<file path="src/rtl/mc_ctrl_pkg.sv">
`default_nettype none
// ============================================================================
//  Module      : mc_ctrl_pkg
//  Description : Shared constants and types for the multicycle controller:
//                4-bit FSM state encoding, ALUControl codes, datapath mux
//                select codes, instruction field codes and the ALU decode
//                helper function.
//  Revision    : 1.0 - initial release
// ============================================================================
package mc_ctrl_pkg;

    // FSM state encoding (also visible on the State debug port)
    localparam logic [3:0] c_st_fetch    = 4'd0;
    localparam logic [3:0] c_st_decode   = 4'd1;
    localparam logic [3:0] c_st_memadr   = 4'd2;
    localparam logic [3:0] c_st_memread  = 4'd3;
    localparam logic [3:0] c_st_memwb    = 4'd4;
    localparam logic [3:0] c_st_memwrite = 4'd5;
    localparam logic [3:0] c_st_executer = 4'd6;
    localparam logic [3:0] c_st_executei = 4'd7;
    localparam logic [3:0] c_st_aluwb    = 4'd8;
    localparam logic [3:0] c_st_branch   = 4'd9;
    localparam logic [3:0] c_st_unknown  = 4'd10;

    typedef enum logic [3:0] {
        FETCH    = c_st_fetch,
        DECODE   = c_st_decode,
        MEMADR   = c_st_memadr,
        MEMREAD  = c_st_memread,
        MEMWB    = c_st_memwb,
        MEMWRITE = c_st_memwrite,
        EXECUTER = c_st_executer,
        EXECUTEI = c_st_executei,
        ALUWB    = c_st_aluwb,
        BRANCH   = c_st_branch,
        UNKNOWN  = c_st_unknown
    } state_t;

    // ALUControl codes
    localparam logic [1:0] c_alu_add = 2'b00;
    localparam logic [1:0] c_alu_sub = 2'b01;
    localparam logic [1:0] c_alu_and = 2'b10;
    localparam logic [1:0] c_alu_orr = 2'b11;

    // ALUSrcA selects
    localparam logic [1:0] c_srca_a  = 2'b00;
    localparam logic [1:0] c_srca_pc = 2'b01;

    // ALUSrcB selects
    localparam logic [1:0] c_srcb_wd   = 2'b00;
    localparam logic [1:0] c_srcb_imm  = 2'b01;
    localparam logic [1:0] c_srcb_four = 2'b10;

    // ResultSrc selects
    localparam logic [1:0] c_res_aluout    = 2'b00;
    localparam logic [1:0] c_res_data      = 2'b01;
    localparam logic [1:0] c_res_aluresult = 2'b10;

    // Instruction Op field
    localparam logic [1:0] c_op_dp  = 2'b00;
    localparam logic [1:0] c_op_mem = 2'b01;
    localparam logic [1:0] c_op_br  = 2'b10;

    // Data-processing cmd field (Funct[4:1])
    localparam logic [3:0] c_cmd_add = 4'b0100;
    localparam logic [3:0] c_cmd_sub = 4'b0010;
    localparam logic [3:0] c_cmd_and = 4'b0000;
    localparam logic [3:0] c_cmd_orr = 4'b1100;

    // Unsupported commands fall back to ADD
    function automatic logic [1:0] alu_decode(input logic [3:0] cmd);
        logic [1:0] code;
        code = c_alu_add;
        case (cmd)
            c_cmd_add: code = c_alu_add;
            c_cmd_sub: code = c_alu_sub;
            c_cmd_and: code = c_alu_and;
            c_cmd_orr: code = c_alu_orr;
            default:   code = c_alu_add;
        endcase
        return code;
    endfunction

endpackage
`default_nettype wire

</file>
<file path="src/rtl/cond_check.sv">
`default_nettype none
// ============================================================================
//  Module      : cond_check
//  Description : Holds the NZCV flags register and evaluates the ARM
//                condition field against it.
//  Ports       : clk        - rising-edge clock
//                reset      - asynchronous active-low reset (flags -> 0000)
//                cond       - Instr[31:28]
//                alu_flags  - NZCV produced by the ALU this cycle
//                upd_nz_req - request to capture N,Z this cycle
//                upd_cv_req - request to capture C,V this cycle
//                cond_ex    - condition passes (combinational)
//  Revision    : 1.0 - initial release
// ============================================================================
module cond_check (
    input  logic       clk,
    input  logic       reset,
    input  logic [3:0] cond,
    input  logic [3:0] alu_flags,
    input  logic       upd_nz_req,
    input  logic       upd_cv_req,
    output logic       cond_ex
);

    logic [3:0] flags_q;
    logic [3:0] flags_d;
    logic       n_flag;
    logic       z_flag;
    logic       c_flag;
    logic       v_flag;

    assign {n_flag, z_flag, c_flag, v_flag} = flags_q;

    always_comb begin
        cond_ex = 1'b0;
        case (cond)
            4'b0000: cond_ex = z_flag;                          // EQ
            4'b0001: cond_ex = ~z_flag;                         // NE
            4'b0010: cond_ex = c_flag;                          // CS
            4'b0011: cond_ex = ~c_flag;                         // CC
            4'b0100: cond_ex = n_flag;                          // MI
            4'b0101: cond_ex = ~n_flag;                         // PL
            4'b0110: cond_ex = v_flag;                          // VS
            4'b0111: cond_ex = ~v_flag;                         // VC
            4'b1000: cond_ex = c_flag & ~z_flag;                // HI
            4'b1001: cond_ex = ~c_flag | z_flag;                // LS
            4'b1010: cond_ex = (n_flag == v_flag);              // GE
            4'b1011: cond_ex = (n_flag != v_flag);              // LT
            4'b1100: cond_ex = ~z_flag & (n_flag == v_flag);    // GT
            4'b1101: cond_ex = z_flag | (n_flag != v_flag);     // LE
            4'b1110: cond_ex = 1'b1;                            // AL
            default: cond_ex = 1'b0;                            // 1111 never executes
        endcase
    end

    // A flag-setting instruction whose own condition fails leaves flags intact
    always_comb begin
        flags_d = flags_q;
        if (upd_nz_req && cond_ex) begin
            flags_d[3:2] = alu_flags[3:2];
        end
        if (upd_cv_req && cond_ex) begin
            flags_d[1:0] = alu_flags[1:0];
        end
    end

    always_ff @(posedge clk or negedge reset) begin
        if (!reset) begin
            flags_q <= 4'b0000;
        end else begin
            flags_q <= flags_d;
        end
    end

endmodule
`default_nettype wire

</file>
<file path="src/rtl/mc_controller.sv">
`default_nettype none
// ============================================================================
//  Module      : mc_controller
//  Description : Multicycle ARM-subset controller: main FSM, ALU decode and
//                condition-gated write enables. Flags and condition check
//                live in cond_check.
//  Ports       : clk, reset (async active-low), Instr[31:0], ALUFlags[3:0]
//                PCWrite, RegWrite, MemWrite, IRWrite, AdrSrc     (1 bit)
//                RegSrc, ALUSrcA, ALUSrcB, ResultSrc, ImmSrc,
//                ALUControl                                       (2 bit)
//                Undef (1 bit), State[3:0] (debug)
//  Config      : MC_CTRL_UNDEF_TRAP_EN - when defined, Op=11 traps into
//                UNKNOWN until reset with Undef=1; otherwise Op=11 is a NOP.
//  Revision    : 1.0 - initial release
// ============================================================================
module mc_controller
    import mc_ctrl_pkg::*;
(
    input  logic        clk,
    input  logic        reset,
    input  logic [31:0] Instr,
    input  logic [3:0]  ALUFlags,
    output logic        PCWrite,
    output logic        RegWrite,
    output logic        MemWrite,
    output logic        IRWrite,
    output logic        AdrSrc,
    output logic [1:0]  RegSrc,
    output logic [1:0]  ALUSrcA,
    output logic [1:0]  ALUSrcB,
    output logic [1:0]  ResultSrc,
    output logic [1:0]  ImmSrc,
    output logic [1:0]  ALUControl,
    output logic        Undef,
    output logic [3:0]  State
);

    // Instruction fields
    logic [3:0] cond;
    logic [1:0] op;
    logic [5:0] funct;
    logic [3:0] cmd;
    logic       rd_is_pc;
    logic       unused_instr_bits;

    assign cond     = Instr[31:28];
    assign op       = Instr[27:26];
    assign funct    = Instr[25:20];
    assign cmd      = funct[4:1];
    assign rd_is_pc = (Instr[15:12] == 4'hF);
    assign unused_instr_bits = ^{Instr[19:16], Instr[11:0]};

    state_t state_q;
    state_t state_d;

    // Raw per-state controls, before condition gating
    logic next_pc;
    logic branch;
    logic reg_w;
    logic mem_w;
    logic ir_write;
    logic adr_src;
    logic alu_dec;
    logic undef_st;
    logic [1:0] alu_src_a;
    logic [1:0] alu_src_b;
    logic [1:0] result_src;

    logic cond_ex;
    logic pcs;
    logic upd_nz_req;
    logic upd_cv_req;

    always_ff @(posedge clk or negedge reset) begin
        if (!reset) begin
            state_q <= FETCH;
        end else begin
            state_q <= state_d;
        end
    end

    always_comb begin
        state_d    = state_q;
        next_pc    = 1'b0;
        branch     = 1'b0;
        reg_w      = 1'b0;
        mem_w      = 1'b0;
        ir_write   = 1'b0;
        adr_src    = 1'b0;
        alu_dec    = 1'b0;
        undef_st   = 1'b0;
        alu_src_a  = c_srca_a;
        alu_src_b  = c_srcb_wd;
        result_src = c_res_aluout;
        case (state_q)
            FETCH: begin
                ir_write   = 1'b1;
                alu_src_a  = c_srca_pc;
                alu_src_b  = c_srcb_four;
                result_src = c_res_aluresult;
                next_pc    = 1'b1;
                state_d    = DECODE;
            end
            DECODE: begin
                alu_src_a  = c_srca_pc;
                alu_src_b  = c_srcb_four;
                result_src = c_res_aluresult;
                case (op)
                    c_op_mem: state_d = MEMADR;
                    c_op_dp:  state_d = funct[5] ? EXECUTEI : EXECUTER;
                    c_op_br:  state_d = BRANCH;
`ifdef MC_CTRL_UNDEF_TRAP_EN
                    default:  state_d = UNKNOWN;
`else
                    default:  state_d = FETCH;
`endif
                endcase
            end
            MEMADR: begin
                alu_src_b = c_srcb_imm;
                state_d   = funct[0] ? MEMREAD : MEMWRITE;
            end
            MEMREAD: begin
                adr_src = 1'b1;
                state_d = MEMWB;
            end
            MEMWB: begin
                result_src = c_res_data;
                reg_w      = 1'b1;
                state_d    = FETCH;
            end
            MEMWRITE: begin
                adr_src = 1'b1;
                mem_w   = 1'b1;
                state_d = FETCH;
            end
            EXECUTER: begin
                alu_dec = 1'b1;
                state_d = ALUWB;
            end
            EXECUTEI: begin
                alu_src_b = c_srcb_imm;
                alu_dec   = 1'b1;
                state_d   = ALUWB;
            end
            ALUWB: begin
                reg_w   = 1'b1;
                state_d = FETCH;
            end
            BRANCH: begin
                alu_src_b  = c_srcb_imm;
                result_src = c_res_aluresult;
                branch     = 1'b1;
                state_d    = FETCH;
            end
            UNKNOWN: begin
`ifdef MC_CTRL_UNDEF_TRAP_EN
                // Sticky trap: only reset leaves this state
                undef_st = 1'b1;
                state_d  = UNKNOWN;
`else
                state_d  = FETCH;
`endif
            end
            default: begin
                state_d = FETCH;
            end
        endcase
    end

    // Flags are written only by flag-setting data-processing ops;
    // C and V are meaningful only for the arithmetic commands
    assign upd_nz_req = alu_dec & funct[0];
    assign upd_cv_req = upd_nz_req & ((cmd == c_cmd_add) | (cmd == c_cmd_sub));

    cond_check u_cond_check (
        .clk        (clk),
        .reset      (reset),
        .cond       (cond),
        .alu_flags  (ALUFlags),
        .upd_nz_req (upd_nz_req),
        .upd_cv_req (upd_cv_req),
        .cond_ex    (cond_ex)
    );

    // A register write to R15 is a PC write, not a register-file write
    assign pcs = branch | (reg_w & rd_is_pc);

    // Write enables are additionally held low while reset is asserted,
    // because the state register already reads FETCH during reset
    assign PCWrite  = reset & (next_pc | (pcs & cond_ex));
    assign RegWrite = reset & reg_w & cond_ex & ~rd_is_pc;
    assign MemWrite = reset & mem_w & cond_ex;
    assign IRWrite  = reset & ir_write;

    assign AdrSrc     = adr_src;
    assign ALUSrcA    = alu_src_a;
    assign ALUSrcB    = alu_src_b;
    assign ResultSrc  = result_src;
    assign ALUControl = alu_dec ? alu_decode(cmd) : c_alu_add;
    assign ImmSrc     = op;
    assign RegSrc     = {(op == c_op_mem), (op == c_op_br)};
    assign State      = state_q;

`ifdef MC_CTRL_UNDEF_TRAP_EN
    assign Undef = reset & undef_st;
`else
    assign Undef = 1'b0;
`endif

endmodule
`default_nettype wire

</file>
<file path="config.mk">
export PLATFORM = sky130hd
export DESIGN_NAME = mc_controller
export DESIGN_NICKNAME = d
export VERILOG_FILES = /design/src/rtl/mc_ctrl_pkg.sv /design/src/rtl/cond_check.sv /design/src/rtl/mc_controller.sv
export SDC_FILE = /design/constraint.sdc
export NUM_CORES = 1
export LEC_CHECK = 0
export ABC_AREA = 0
export BUFFER_PORTS_ARGS = -buffer_cell sky130_fd_sc_hd__clkbuf_2
export CAP_MARGIN = 40
export CORE_UTILIZATION = 42
export CTS_CLUSTER_DIAMETER = 150
export CTS_CLUSTER_SIZE = 30
export DETAILED_ROUTE_END_ITERATION = 8
export PLACE_DENSITY = 0.84
export RECOVER_POWER = 100
export SYNTH_ARGS = -nofsm -noshare
export SYNTH_HDL_FRONTEND = slang
export SYNTH_SLANG_ARGS = --single-unit
</file>
<file path="constraint.sdc">
create_clock -name clk -period 4.5 [get_ports clk]
set_input_delay 0.225 -clock clk [delete_from_list [all_inputs] [get_ports clk]]
set_output_delay 0.225 -clock clk [all_outputs]
set_load 0.02 [all_outputs]
</file>
Word level (Yosys, flattened, before mapping)
Index checks and enable logic that the tools add are counted.
- equal/unequal tests: 31
- bitwise gates (word level): 23
- reductions and logical operators: 12
- muxes and demuxes: 16
- operators with widths (cell ; number):
    $eq A4 B4 Y1 const B ; 11
    $eq A4 B3 Y1 const B ; 9
    $eq A4 B2 Y1 const B ; 5
    $pmux W4 S5 ; 1
    $pmux W1 S15 ; 1
    $and A1 B1 Y1 ; 13
    $logic_not A4 Y1 ; 3
    $pmux W4 S3 ; 1
    $eq A4 B1 Y1 const B ; 2
    $mux W1 ; 8
    $pmux W2 S2 ; 2
    $reduce_or A2 Y1 ; 4
    $pmux W2 S3 ; 1
    $reduce_or A3 Y1 ; 2
    $not A1 Y1 ; 5
    $or A1 B1 Y1 ; 5
    $mux W3 ; 1
    $eq A2 B1 Y1 const B ; 1
    $eq A2 B2 Y1 const B ; 1
    $logic_and A1 B1 Y1 ; 2
    $logic_not A2 Y1 ; 1
    $mux W2 ; 1
    $eq A1 B1 Y1 ; 1
    $ne A1 B1 Y1 ; 1
- bits in registers: 8

Logic depth before layout (Yosys ltp)
Gate-level depths: netlist of the first run.
- depth in word-level cells: 8
- mapped depth: 7
- gate-level depth less buffers: 6

Hierarchy
Synthesis of the first run repeated with hierarchy kept, for this count alone.
- cell total of the unflattened synthesis: 97
- area, all modules: 832.0 µm²
- modules (own cells, without submodules) (module ; cells each ; times used ; area each (µm²)):
    mc_controller ; 62 ; 1 ; 471.7
    cond_check ; 35 ; 1 ; 360.3

Worst setup path before layout of the first run
OpenSTA, ideal clock, no wires.
- path kind: reg2out
- from: register u_cond_check.flags_q[0]
- to: output PCWrite
- path slack: 2.277 ns
- data required time: 4.275 ns
- arrival: 1.998 ns
- stages on the path, launching flop included: 7
- buffers on the path: 0
- cell sequence: dfrtp_1 -> xnor2_1 -> nand2_1 -> a2111oi_0 -> o32a_1 -> o21ai_0 -> o31ai_1
- word-level cells in the longest chain between the ends: 6
- elaborated cells between the ends (all ways): 9
- those cells by class: eq/ne: 2; mux: 1; bitwise: 6
- RTL lines (what ; RTL line ; RTL):
    from (decl) ; cond_check.sv:25 ; logic [3:0] flags_q;
    from (signal assigned) ; cond_check.sv:71 ; flags_q <= flags_d;
    $ne A1 B1 Y1 / $eq A1 B1 Y1 (equally long branches) ; - ;
    $or A1 B1 Y1 / $and A1 B1 Y1 (equally long branches) ; cond_check.sv:50, cond_check.sv:49 ;
    $pmux W1 S15 * ; cond_check.sv:36 ; case (cond)
    $and A1 B1 Y1 * ; mc_controller.sv:191 ; assign PCWrite = reset & (next_pc | (pcs & cond_ex));
    $or A1 B1 Y1 * ; mc_controller.sv:191 ;
    $and A1 B1 Y1 * ; mc_controller.sv:191 ;
    to (decl) ; mc_controller.sv:23 ; output logic PCWrite,
Mark *: on every way between the ends. The rest lies on a longest branch, timed or not.

Worst setup path after layout of the first run
- from: register u_cond_check.flags_q[3]
- to: output PCWrite
Same word-level chain as after synthesis.

==> metrics, run 1 <==
CTS tree built; status finished clean; DRT met1 WL 778 µm; EDFF count, synth 0; dpl ws 2.13 ns; RSZ-0062 raised after global routing false; Port-buffer cells 41; H-Tree Depth 1; Synth Instances 102; Placed Cells 159; router iterations before antenna repair 4; leakage 0.418 nW; crit-path max cell delay 0.46 ns; clock group share of total power 10.7%; Hold Path Class in2reg; Psw 0.294 mW; vias in the first global route 827; final slew viol count 0; Synth Flop Type dfrtp_1; Tmin final 2.67 ns; Congestion Overflow GR 0; worst-case vdd ir drop 0.363 mV; Synth top area share 25.2%; switch share 54.9%; wire per inst 12.4 µm; WL met3 116 µm; Routed WL 2020 µm; setup TNS 0 ns; Worst Tran Pin Value 0.523 ns; CP Cell Sequence xnor2_1 > nand2_1 > a2111oi_0 > o32a_1 > o21ai_0 > o31ai_1 > clkbuf_1; final core utilization 55.3%; global-route wire length before repair 3240 µm; Num Clock Sinks 8; Top Ports 60; Pwr Total 0.535 mW; Filler cells 190; dominant cell type by area after synthesis dfrtp_1; Register Area 200 µm²; share of cells above drive strength 1 20.3%; worst setup path start u_cond_check.flags_q[3]; Met2 Wirelength 1080 µm; Post-Syn Area 793 µm²; post-synthesis compound-gate area fraction 21.6%; Synth Area in Adders 0%; final setup skew 0.00779 ns; final hold violation count 0; die height 45.5 µm; mux contribution to synthesized area 8.52%; Post-synth ARST share 100%; slew margin rel. 65.1%; Worst R2R Setup Slack 2.44 ns; Top Layer Used met4; num rows 15; simple-gate area share of the yosys netlist 30.0%; mean number of vias per cell 5.37; Max-Cap Viols 0; Yosys cell types 35; worst r2r src u_cond_check.flags_q[3]; root buf cell clkbuf_4; register bit total from synthesis 8; Power per Cell Area 555 nW/µm²; DP Area 971 µm²; clock latency on the worst-skew pair 0.26 ns; CTS Buf Count 3; Final Worst Setup Slack 1.83 ns; Critical Path Fanout Max 5; cell area after layout 965 µm²; DR iter-0 viols 10; Worst EP required 4.28 ns; total track usage 22.1%; multi-input logic area 507 µm²; Logic pwr share 58.9%; Synth Area per Inst 7.78 µm²; largest cells by area after synthesis dfrtp_1 (25%), nor3_1 (6.3%), mux2_4 (5.7%), nor2b_1 (4.7%), o21ai_0 (4.4%); initial antenna violation count 0; Initial Util 45.4%; crit path capture type output pin; final hold slack 0.181 ns; synth warn 0; # DRC 0; Area Growth Syn to Fin 21.6%; dpl hpwl 1530 µm; Critical Path AT 2.45 ns; xor and xnor area share after synthesis 4.42%; largest family of logic cells by synthesized area simple AND/OR/NAND/NOR gates; Cell Int Power 0.241 mW; Post-CTS Setup Inserts 0; routed via count 875; sequential-to-total area share from yosys stat 25.2%; Final Net Count 178; Max Buffers Root-to-Sink 2; Setup CP Type reg2out; CP Launch Type flip-flop; fin cells 163; largest net degree at the start of global routing 15; Worst path slowest cell a2111oi_0; Routed Antenna Nets 0; Reg power frac 30.4%; Die X-Extent 45.5 µm; clock-pin slew on the worst setup and hold paths 0.06 ns; hold wc startpoint ALUFlags[2]; fin crit share 59.4%; antenna diode count 0; CORE AREA 1750 µm²; fmax 0.374 GHz; full die area 2070 µm²; Final Setup Violations 0; routability congestion estimate 0.768
==> what timing repair did <==
| action | 4_1_cts | 5_1_grt |
|---|---|---|
| hold buffers | 1 | 0 |
| resized for setup | 0 | 0 |
| endpoints found under the hold margin | 8 | 0 |
==> critical path: cells and delay by family (launching register included) <==
kind / cells / cell delay, ns
flip-flops: 1 / 0.43
XOR/XNOR: 1 / 0.20
buffers and inverters: 1 / 0.26
AND/OR/NAND/NOR: 1 / 0.10
AO/OA/AOI/OAI: 4 / 1.20
==> power groups by stage <==
stage | Clock (mW) | Sequential, mW | Combinational, mW
6_report | 0.0572 | 0.163 | 0.316
5_1_grt | 0.0627 | 0.169 | 0.344
4_1_cts | 0.0565 | 0.161 | 0.339
3_5_place_dp | 0 | 0.162 | 0.336
3_3_place_gp | 0 | 0.159 | 0.327
2_1_floorplan | 0 | 0.139 | 0.259
==> final timing paths <==
check	to	cells past startpoint
min	u_cond_check.flags_q[2]	2
min in group asynchronous	State[1]	2
min reg2reg	u_cond_check.flags_q[1]	1
max	PCWrite	7
max reg2reg	u_cond_check.flags_q[3]	6
max in group asynchronous	u_cond_check.flags_q[1]	2
==> routing by layer <==
metal / global-route usage [%] / up-vias
li1: - / 432
met1: 21.1 / 399
met2: 42.3 / 37
met3: 5.56 / 7
met4: 11.5 / 0
met5: 0 / -
==> state kept, by name, indices dropped and copies added, names as in the netlist <==
| name | flops |
|---|---|
| State | 4 |
| u_cond_check.flags_q | 4 |
==> cells in the final DEF, fill, tap and decap left out, types with 3 or more instances in the layout <==
cell      Yosys  layout
clkbuf_1      3      21
clkbuf_2      0      20
nor3_1       10      10
dfrtp_1       8       8
o21ai_0       7       7
nor2_1        7       7
nor2b_1       6       6
nand2_1       6       6
a21oi_1       6       6
nand2b_1      5       5
inv_1         4       4
nor3b_1       3       3
xnor2_1       3       3
clkbuf_4      0       3
==> cell usage after synthesis (3+ instances only) <==
master and count:
xnor2_1 3, nand2b_1 5, buf_4 4, nor2b_1 6, mux2_4 3, o21ai_0 7, inv_1 4, nor3b_1 3
dfrtp_1 8, nor3_1 10, a21oi_1 6, clkbuf_1 3, nor2_1 7, nand2_1 6
==> layout make-up <==
class / instances / share of cell area, %
Multi-Input combinational cell: 81 / 52.5
Inverter: 4 / 1.56
Timing Repair Buffer: 42 / 19.6
Tap cell: 25 / 3.24
Sequential cell: 8 / 20.8
Clock buffer: 3 / 2.33
==> kinds of logic (layout without fill, tap and decap cells) <==
family / after synthesis / count (layout)
AOI/OAI and AO/OA: 26 / 26
xor gates and xnor gates: 4 / 4
buffers and inverters: 14 / 49
other: 1 / 2
DFF: 8 / 8
muxes: 5 / 5
and+or+nand+nor: 44 / 44
(Power assumes the default switching activity.)
==> run 2: changes to the inputs <==
--- a/config.mk
+++ b/config.mk
@@ -5,14 +5,14 @@
 export SDC_FILE = /design/constraint.sdc
 export NUM_CORES = 1
 export LEC_CHECK = 0
-export ABC_AREA = 0
+export ABC_AREA = 1
 export BUFFER_PORTS_ARGS = -buffer_cell sky130_fd_sc_hd__clkbuf_2
 export CAP_MARGIN = 40
-export CORE_UTILIZATION = 42
+export CORE_UTILIZATION = 36
 export CTS_CLUSTER_DIAMETER = 150
 export CTS_CLUSTER_SIZE = 30
 export DETAILED_ROUTE_END_ITERATION = 8
-export PLACE_DENSITY = 0.84
+export PLACE_DENSITY = 0.75
 export RECOVER_POWER = 100
 export SYNTH_ARGS = -nofsm -noshare
 export SYNTH_HDL_FRONTEND = slang
==> constraint.sdc (replaced) <==
create_clock -name clk -period 2.4 [get_ports clk]
set_input_delay 0.12 -clock clk [delete_from_list [all_inputs] [get_ports clk]]
set_output_delay 0.12 -clock clk [all_outputs]
set_load 0.02 [all_outputs]
==> run 2 against run 1 <==
Net effect:
- wire length is 5.2% lower
- clock power up 65%
- register-to-register slack got worse by 1.4 ns
- setup slack got worse by 1.2 ns
- power increased by 68%
- largest power group unchanged
- clock skew is 0.0013 ns lower
- die area up 24%
- first-iteration DRC count grew 30%
==> metrics, run 2 <==
status finished clean; Setup CP Type reg2out; dominant cell type by area after synthesis dfrtp_1; Routed WL 1910 µm (-5.2%); EDFF count, synth 0 (unchanged); sequential-to-total area share from yosys stat 23.6% (-1.6 points); final core utilization 47.6% (-7.6 points); Worst EP required 2.28 ns (-2.00 ns); final slew viol count 0 (unchanged); share of cells above drive strength 1 18.2% (-2.1 points); router iterations before antenna repair 4 (unchanged); CTS Buf Count 3 (unchanged); mean number of vias per cell 4.74 (-12%); Tmin final 1.80 ns; slew margin rel. 63.0% (-2.1 points); register bit total from synthesis 8 (unchanged); Post-CTS Setup Inserts 0 (unchanged); fmax 0.555 GHz; RSZ-0062 raised after global routing false; full die area 2550 µm² (+24%); wire per inst 8.89 µm (-28%); Congestion Overflow GR 0 (unchanged); largest net degree at the start of global routing 13 (-2); Final Setup Violations 0 (unchanged); CP Launch Type flip-flop; Critical Path AT 1.68 ns (-0.77 ns); root buf cell clkbuf_4; global-route wire length before repair 3290 µm (+1.7%); Power per Cell Area 854 nW/µm² (+54%); most common cell after layout, fill and taps aside nand2_1; largest cells by area after synthesis dfrtp_1 (24%), nand2_1 (17%), nand3_1 (12%), inv_1 (10%), nor2_1 (9.7%); multi-input logic area 502 µm² (-0.99%); Routed Antenna Nets 0 (unchanged); Placed Cells 211 (+33%); num rows 17 (+2); clock-pin slew on the worst setup and hold paths 0.04 ns (-0.02 ns); die height 50.5 µm (+11%); clock latency on the worst-skew pair 0.24 ns (-0.02 ns); Final Worst Setup Slack 0.599 ns (-1.23 ns); Synth top area share 23.6% (-1.6 points); list of most frequent post-synthesis cells nand2_1 (38), inv_1 (23), nor2_1 (22), nand3_1 (20), dfrtp_1 (8); routed via count 1,019 (+16%); CTS tree built; crit path capture type output pin; DP Area 1050 µm² (+8.6%); Post-synth ARST share 100% (unchanged); Synth Flop Type dfrtp_1; vias in the first global route 820 (-0.85%); cell area after layout 1050 µm² (+9.2%); Hold Path Class in2reg; dpl ws 0.917 ns (-1.21 ns); final hold violation count 0 (unchanged); H-Tree Depth 1 (unchanged); total track usage 16.8% (-5.3 points); dpl hpwl 1600 µm (+5.1%); Crit path top cell by count nand2_1; Top Ports 60 (unchanged); Critical Path Fanout Max 9 (+4); CP Cell Sequence inv_1 > nand2_1 > nand2_1 > nand2_1 > nand3_1 > nand2_1 > nand3_4 > nand3_1 > nand2_1 > clkbuf_1; synth warn 0 (unchanged); setup TNS 0 ns (unchanged); # DRC 0 (unchanged); Die X-Extent 50.5 µm (+11%); Synth Instances 146 (+43%); Synth Area per Inst 5.81 µm² (-25%); Final Net Count 227 (+28%); initial antenna violation count 0 (unchanged); Worst path slowest cell dfrtp_1; crit-path max cell delay 0.41 ns (-0.05 ns); leakage 0.587 nW (+40%); antenna diode count 0 (unchanged); Filler cells 259 (+36%); fin crit share 75.0%; routability congestion estimate 0.828 (+7.9%); fin cells 215 (+32%); Num Clock Sinks 8 (unchanged); Area Growth Syn to Fin 24.2%; final setup skew 0.00647 ns (-0.00132 ns); most common cell in the netlist nand2_1; Max Buffers Root-to-Sink 2 (unchanged); Post-Syn Area 848 µm² (+6.9%); most frequent cells in the layout nand2_1 (41), inv_1 (23), nor2_1 (22), clkbuf_1 (21); Port-buffer cells 41 (unchanged); Max-Cap Viols 0 (unchanged); CORE AREA 2210 µm² (+27%); Yosys cell types 22 (-37%); worst-case vdd ir drop 0.605 mV (+67%); Initial Util 38.3% (-7.1 points); Worst Tran Pin Value 0.555 ns (+0.0319 ns); DR iter-0 viols 13 (+3); Register Area 200 µm² (unchanged)
## run 2: routing by layer
layer  global-route usage [%]  vias to the layer above  wire length, µm
li1                         -                      539                -
met2                     26.2                       38              895
met1                     22.9                      442              865
met3                     2.42                        0              151
met4                     6.94                        0                0
met5                        0                        -                0
## run 2: kinds of logic after synthesis
family | count (synthesis) | share of synthesized area (%)
AO/OA/AOI/OAI | 13 | 10.2
buffers and inverters | 33 | 16.8
flip-flops | 8 | 23.6
other | 1 | 0.442
AND/OR/NAND/NOR | 91 | 49.0
## run 2: where the power goes
part	internal, mW	total (mW)	switching (mW)	leakage, nW
logic	0.164	0.573	0.409	0.467
registers	0.179	0.233	0.0540	0.106
clock network	0.0567	0.0942	0.0375	0.0138
total	0.400	0.900	0.500	0.587
## run 2: cell type report
class                      count  area share (%)
clock buffer                   3            2.14
tap                           28            3.33
inverter                      28            9.98
timing repair buffer          42            17.9
multi-input combinational    106            47.6
sequential                     8            19.0
## run 2: worst paths after layout
check	slack, ns	from	to	cells past startpoint
max	0.60	u_cond_check.flags_q[3]	PCWrite	10
min	0.11	ALUFlags[0]	u_cond_check.flags_q[0]	3
max reg2reg	1.05	u_cond_check.flags_q[3]	u_cond_check.flags_q[2]	11
min reg2reg	0.50	u_cond_check.flags_q[1]	u_cond_check.flags_q[1]	2
max in group asynchronous	1.66	reset	u_cond_check.flags_q[3]	2
min in group asynchronous	0.37	reset	State[0]	2
## run 2: repair_timing
action / CTS / global route
resized for setup: 0 / 0
hold endpoints to repair: 8 / 0
hold buffers: 1 / 0
## run 2: critical path, delay by kind of cell (launching register included)
family                 cells  cell delay (ns)
flip-flops                 1             0.41
AND/OR/NAND/NOR            8             0.70
buffers and inverters      2             0.34
## run 2: per-stage QoR
stage / hold slack [ns] / power [mW]
final: 0.110 / 0.900
after global routing: 0.113 / 0.980
after CTS: 0.105 / 0.939
after detailed placement: 0.000794 / 0.840
after global placement: 0.00127 / 0.834
after floorplan: -0.176 / 0.654
==> run 3: changes to the inputs <==
--- a/config.mk
+++ b/config.mk
@@ -8,11 +8,11 @@
 export ABC_AREA = 1
 export BUFFER_PORTS_ARGS = -buffer_cell sky130_fd_sc_hd__clkbuf_2
 export CAP_MARGIN = 40
-export CORE_UTILIZATION = 36
+export CORE_UTILIZATION = 40
 export CTS_CLUSTER_DIAMETER = 150
 export CTS_CLUSTER_SIZE = 30
 export DETAILED_ROUTE_END_ITERATION = 8
-export PLACE_DENSITY = 0.75
+export PLACE_DENSITY = 0.79
 export RECOVER_POWER = 100
 export SYNTH_ARGS = -nofsm -noshare
 export SYNTH_HDL_FRONTEND = slang
==> constraint.sdc (replaced) <==
create_clock -name clk -period 1.7 [get_ports clk]
set_input_delay 0.085 -clock clk [delete_from_list [all_inputs] [get_ports clk]]
set_output_delay 0.085 -clock clk [all_outputs]
set_load 0.02 [all_outputs]
==> run 3 against run 2 <==
Net effect:
- wire length grew 13%
- power increased by 55%
- setup slack worse by 0.52 ns
- critical path type unchanged
==> metrics, run 3 (same netlist as run 2, synthesis figures left out) <==
status finished clean; clock-pin slew on the worst setup and hold paths 0.05 ns (about the same); Port-buffer cells 41 (unchanged); GRT busiest layer met2; initial antenna violation count 0 (unchanged); Max-Cap Viols 0 (unchanged); GR Util met1 26.3% (+3.4 points); leakage 0.646 nW (+10%); CP top delay family simple AND/OR/NAND/NOR gates; Power per Cell Area 1220 nW/µm² (+43%); met2 Resource Use GR 33.8% (+7.6 points); crit-path max cell delay 0.41 ns (about the same); DR iter-0 viols 32 (+19); final slew viol count 0 (unchanged); crit path capture type output pin; share of cells above drive strength 1 32.1% (+14 points); H-Tree Depth 1 (unchanged); DP Area 1050 µm² (-0.12%); root buf cell clkbuf_4; wire per inst 9.94 µm (+12%); total track usage 20.9% (+4.1 points); routability congestion estimate 0.848 (+2.3%); worst setup path start u_cond_check.flags_q[0]; Congestion Overflow GR 0 (unchanged); GR Util met3 4.53% (+2.1 points); Area Growth Syn to Fin 34.2%; Top Ports 60 (unchanged); cell area after layout 1140 µm² (+8.1%); Setup CP Type reg2out; fin crit share 95.2%; CORE AREA 1980 µm² (-10%); dpl hpwl 1740 µm (+8.4%); final setup skew 0.000821 ns (-0.00565 ns); final core utilization 57.4% (+9.8 points); worst-case vdd ir drop 0.794 mV (+31%); router iterations before antenna repair 4 (unchanged); largest net degree at the start of global routing 13 (unchanged); clock latency on the worst-skew pair 0.26 ns (+0.02 ns); Register Area 200 µm² (unchanged); multi-input logic area 549 µm² (+9.5%); vias in the first global route 812 (-0.98%); Initial Util 42.8% (+4.5 points); Worst EP required 1.62 ns (-0.66 ns); most common cell after layout, fill and taps aside nand2_1; Worst path slowest cell dfrtp_1; Routed Antenna Nets 0 (unchanged); Critical Path AT 1.53 ns (-0.15 ns); Crit path top cell by count nand2_2; # DRC 0 (unchanged); global-route wire length before repair 3220 µm (-2.1%); mean number of vias per cell 4.90 (+3.5%); Filler cells 219 (-15%); Routed WL 2160 µm (+13%); Tmin final 1.62 ns; final hold violation count 0 (unchanged); most frequent cells in the layout nand2_1 (33), clkbuf_2 (26), inv_1 (22), nor2_1 (21), nand3_1 (15); CP Launch Type flip-flop; Max Buffers Root-to-Sink 2 (unchanged); Num Clock Sinks 8 (unchanged); full die area 2310 µm² (-9.6%); routed via count 1,064 (+4.4%); antenna diode count 0 (unchanged); Final Setup Violations 0 (unchanged); fmax 0.618 GHz; CTS Buf Count 3 (unchanged); CP Cell Sequence inv_2 > nand2_2 > nand3_1 > nand2_1 > nand2_2 > nand2_2 > inv_2 > nand3_4 > nand3_2 > nand2_1 > buf_4; Critical Path Fanout Max 4 (-5); Buf/Inv on CP 3 (+1); Hold Path Class in2reg; worst r2r src u_cond_check.flags_q[0]; Final Net Count 230 (+1.3%); RSZ-0062 raised after global routing true; num rows 16 (-1); die height 48.1 µm (-4.9%); hold wc startpoint ALUFlags[1]; Die X-Extent 48.1 µm (-4.9%); CTS tree built
==> run 3: cell count changes in the layout (fill, tap and decap cells not counted), moves of 5 or more <==
cell / before / now
clkbuf_1: 21 / 12
nand2_1: 41 / 33
nand2_2: 1 / 9
clkbuf_2: 20 / 26
buf_4: 0 / 5
nand3_1: 20 / 15
nand3_2: 1 / 6
==> run 3: worst min-delay path, stage by stage <==
cell and delay [ns]:
clkbuf_2 0.08, nand3_1 0.07, nand2_1 0.05
==> run 3: power breakdown <==
part | leakage [nW] | internal [mW] | switching (mW)
Clock | 0.0138 | 0.0810 | 0.0675
Sequential | 0.106 | 0.252 | 0.0833
Combinational | 0.526 | 0.291 | 0.619
==> run 3: layout make-up <==
type                            count  share of cell area, %
Sequential cell                     8                   17.6
Clock buffer                        3                   1.98
Multi-Input combinational cell    106                   48.2
Tap cell                           27                   2.97
Inverter                           28                   9.23
Timing Repair Buffer               45                   20.0
==> run 3: routing by layer <==
| metal | wire (µm) | vias up |
|---|---|---|
| met5 | 0 | - |
| met4 | 42 | 0 |
| met3 | 118 | 6 |
| met2 | 1070 | 35 |
| met1 | 923 | 475 |
| li1 | - | 548 |
==> run 3: path summary, 6_finish.rpt <==
path	end	depth (start not counted)	slack [ns]
worst max-delay path	PCWrite	11	0.08
worst min-delay path	u_cond_check.flags_q[1]	3	0.06
worst max register to register	u_cond_check.flags_q[3]	11	0.28
worst min register to register	u_cond_check.flags_q[1]	2	0.50
max in group asynchronous	u_cond_check.flags_q[3]	2	1.22
min in group asynchronous	State[2]	2	0.25
==> run 3: metrics by stage <==
stage	setup WS (ns)	hold WS [ns]	total power, mW	TNS (ns)	instances
after CTS	0.0629	0.0508	1.38	0	217
after global routing	-0.0375	0.0662	1.50	-0.0760	217
after floorplan	0.0586	-0.211	0.924	0	147
after global placement	0.274	-0.0378	1.17	0	210
after detailed placement	0.245	-0.0332	1.20	0	210
final	0.0811	0.0570	1.39	0	217
==> run 3: timing repair <==
item	in CTS	in global routing
pin swaps	1	3
endpoints found under the hold margin	8	0
hold buffers	1	0
resized for setup	0	19
setup endpoints to repair	3	3
setup buffers	3	0
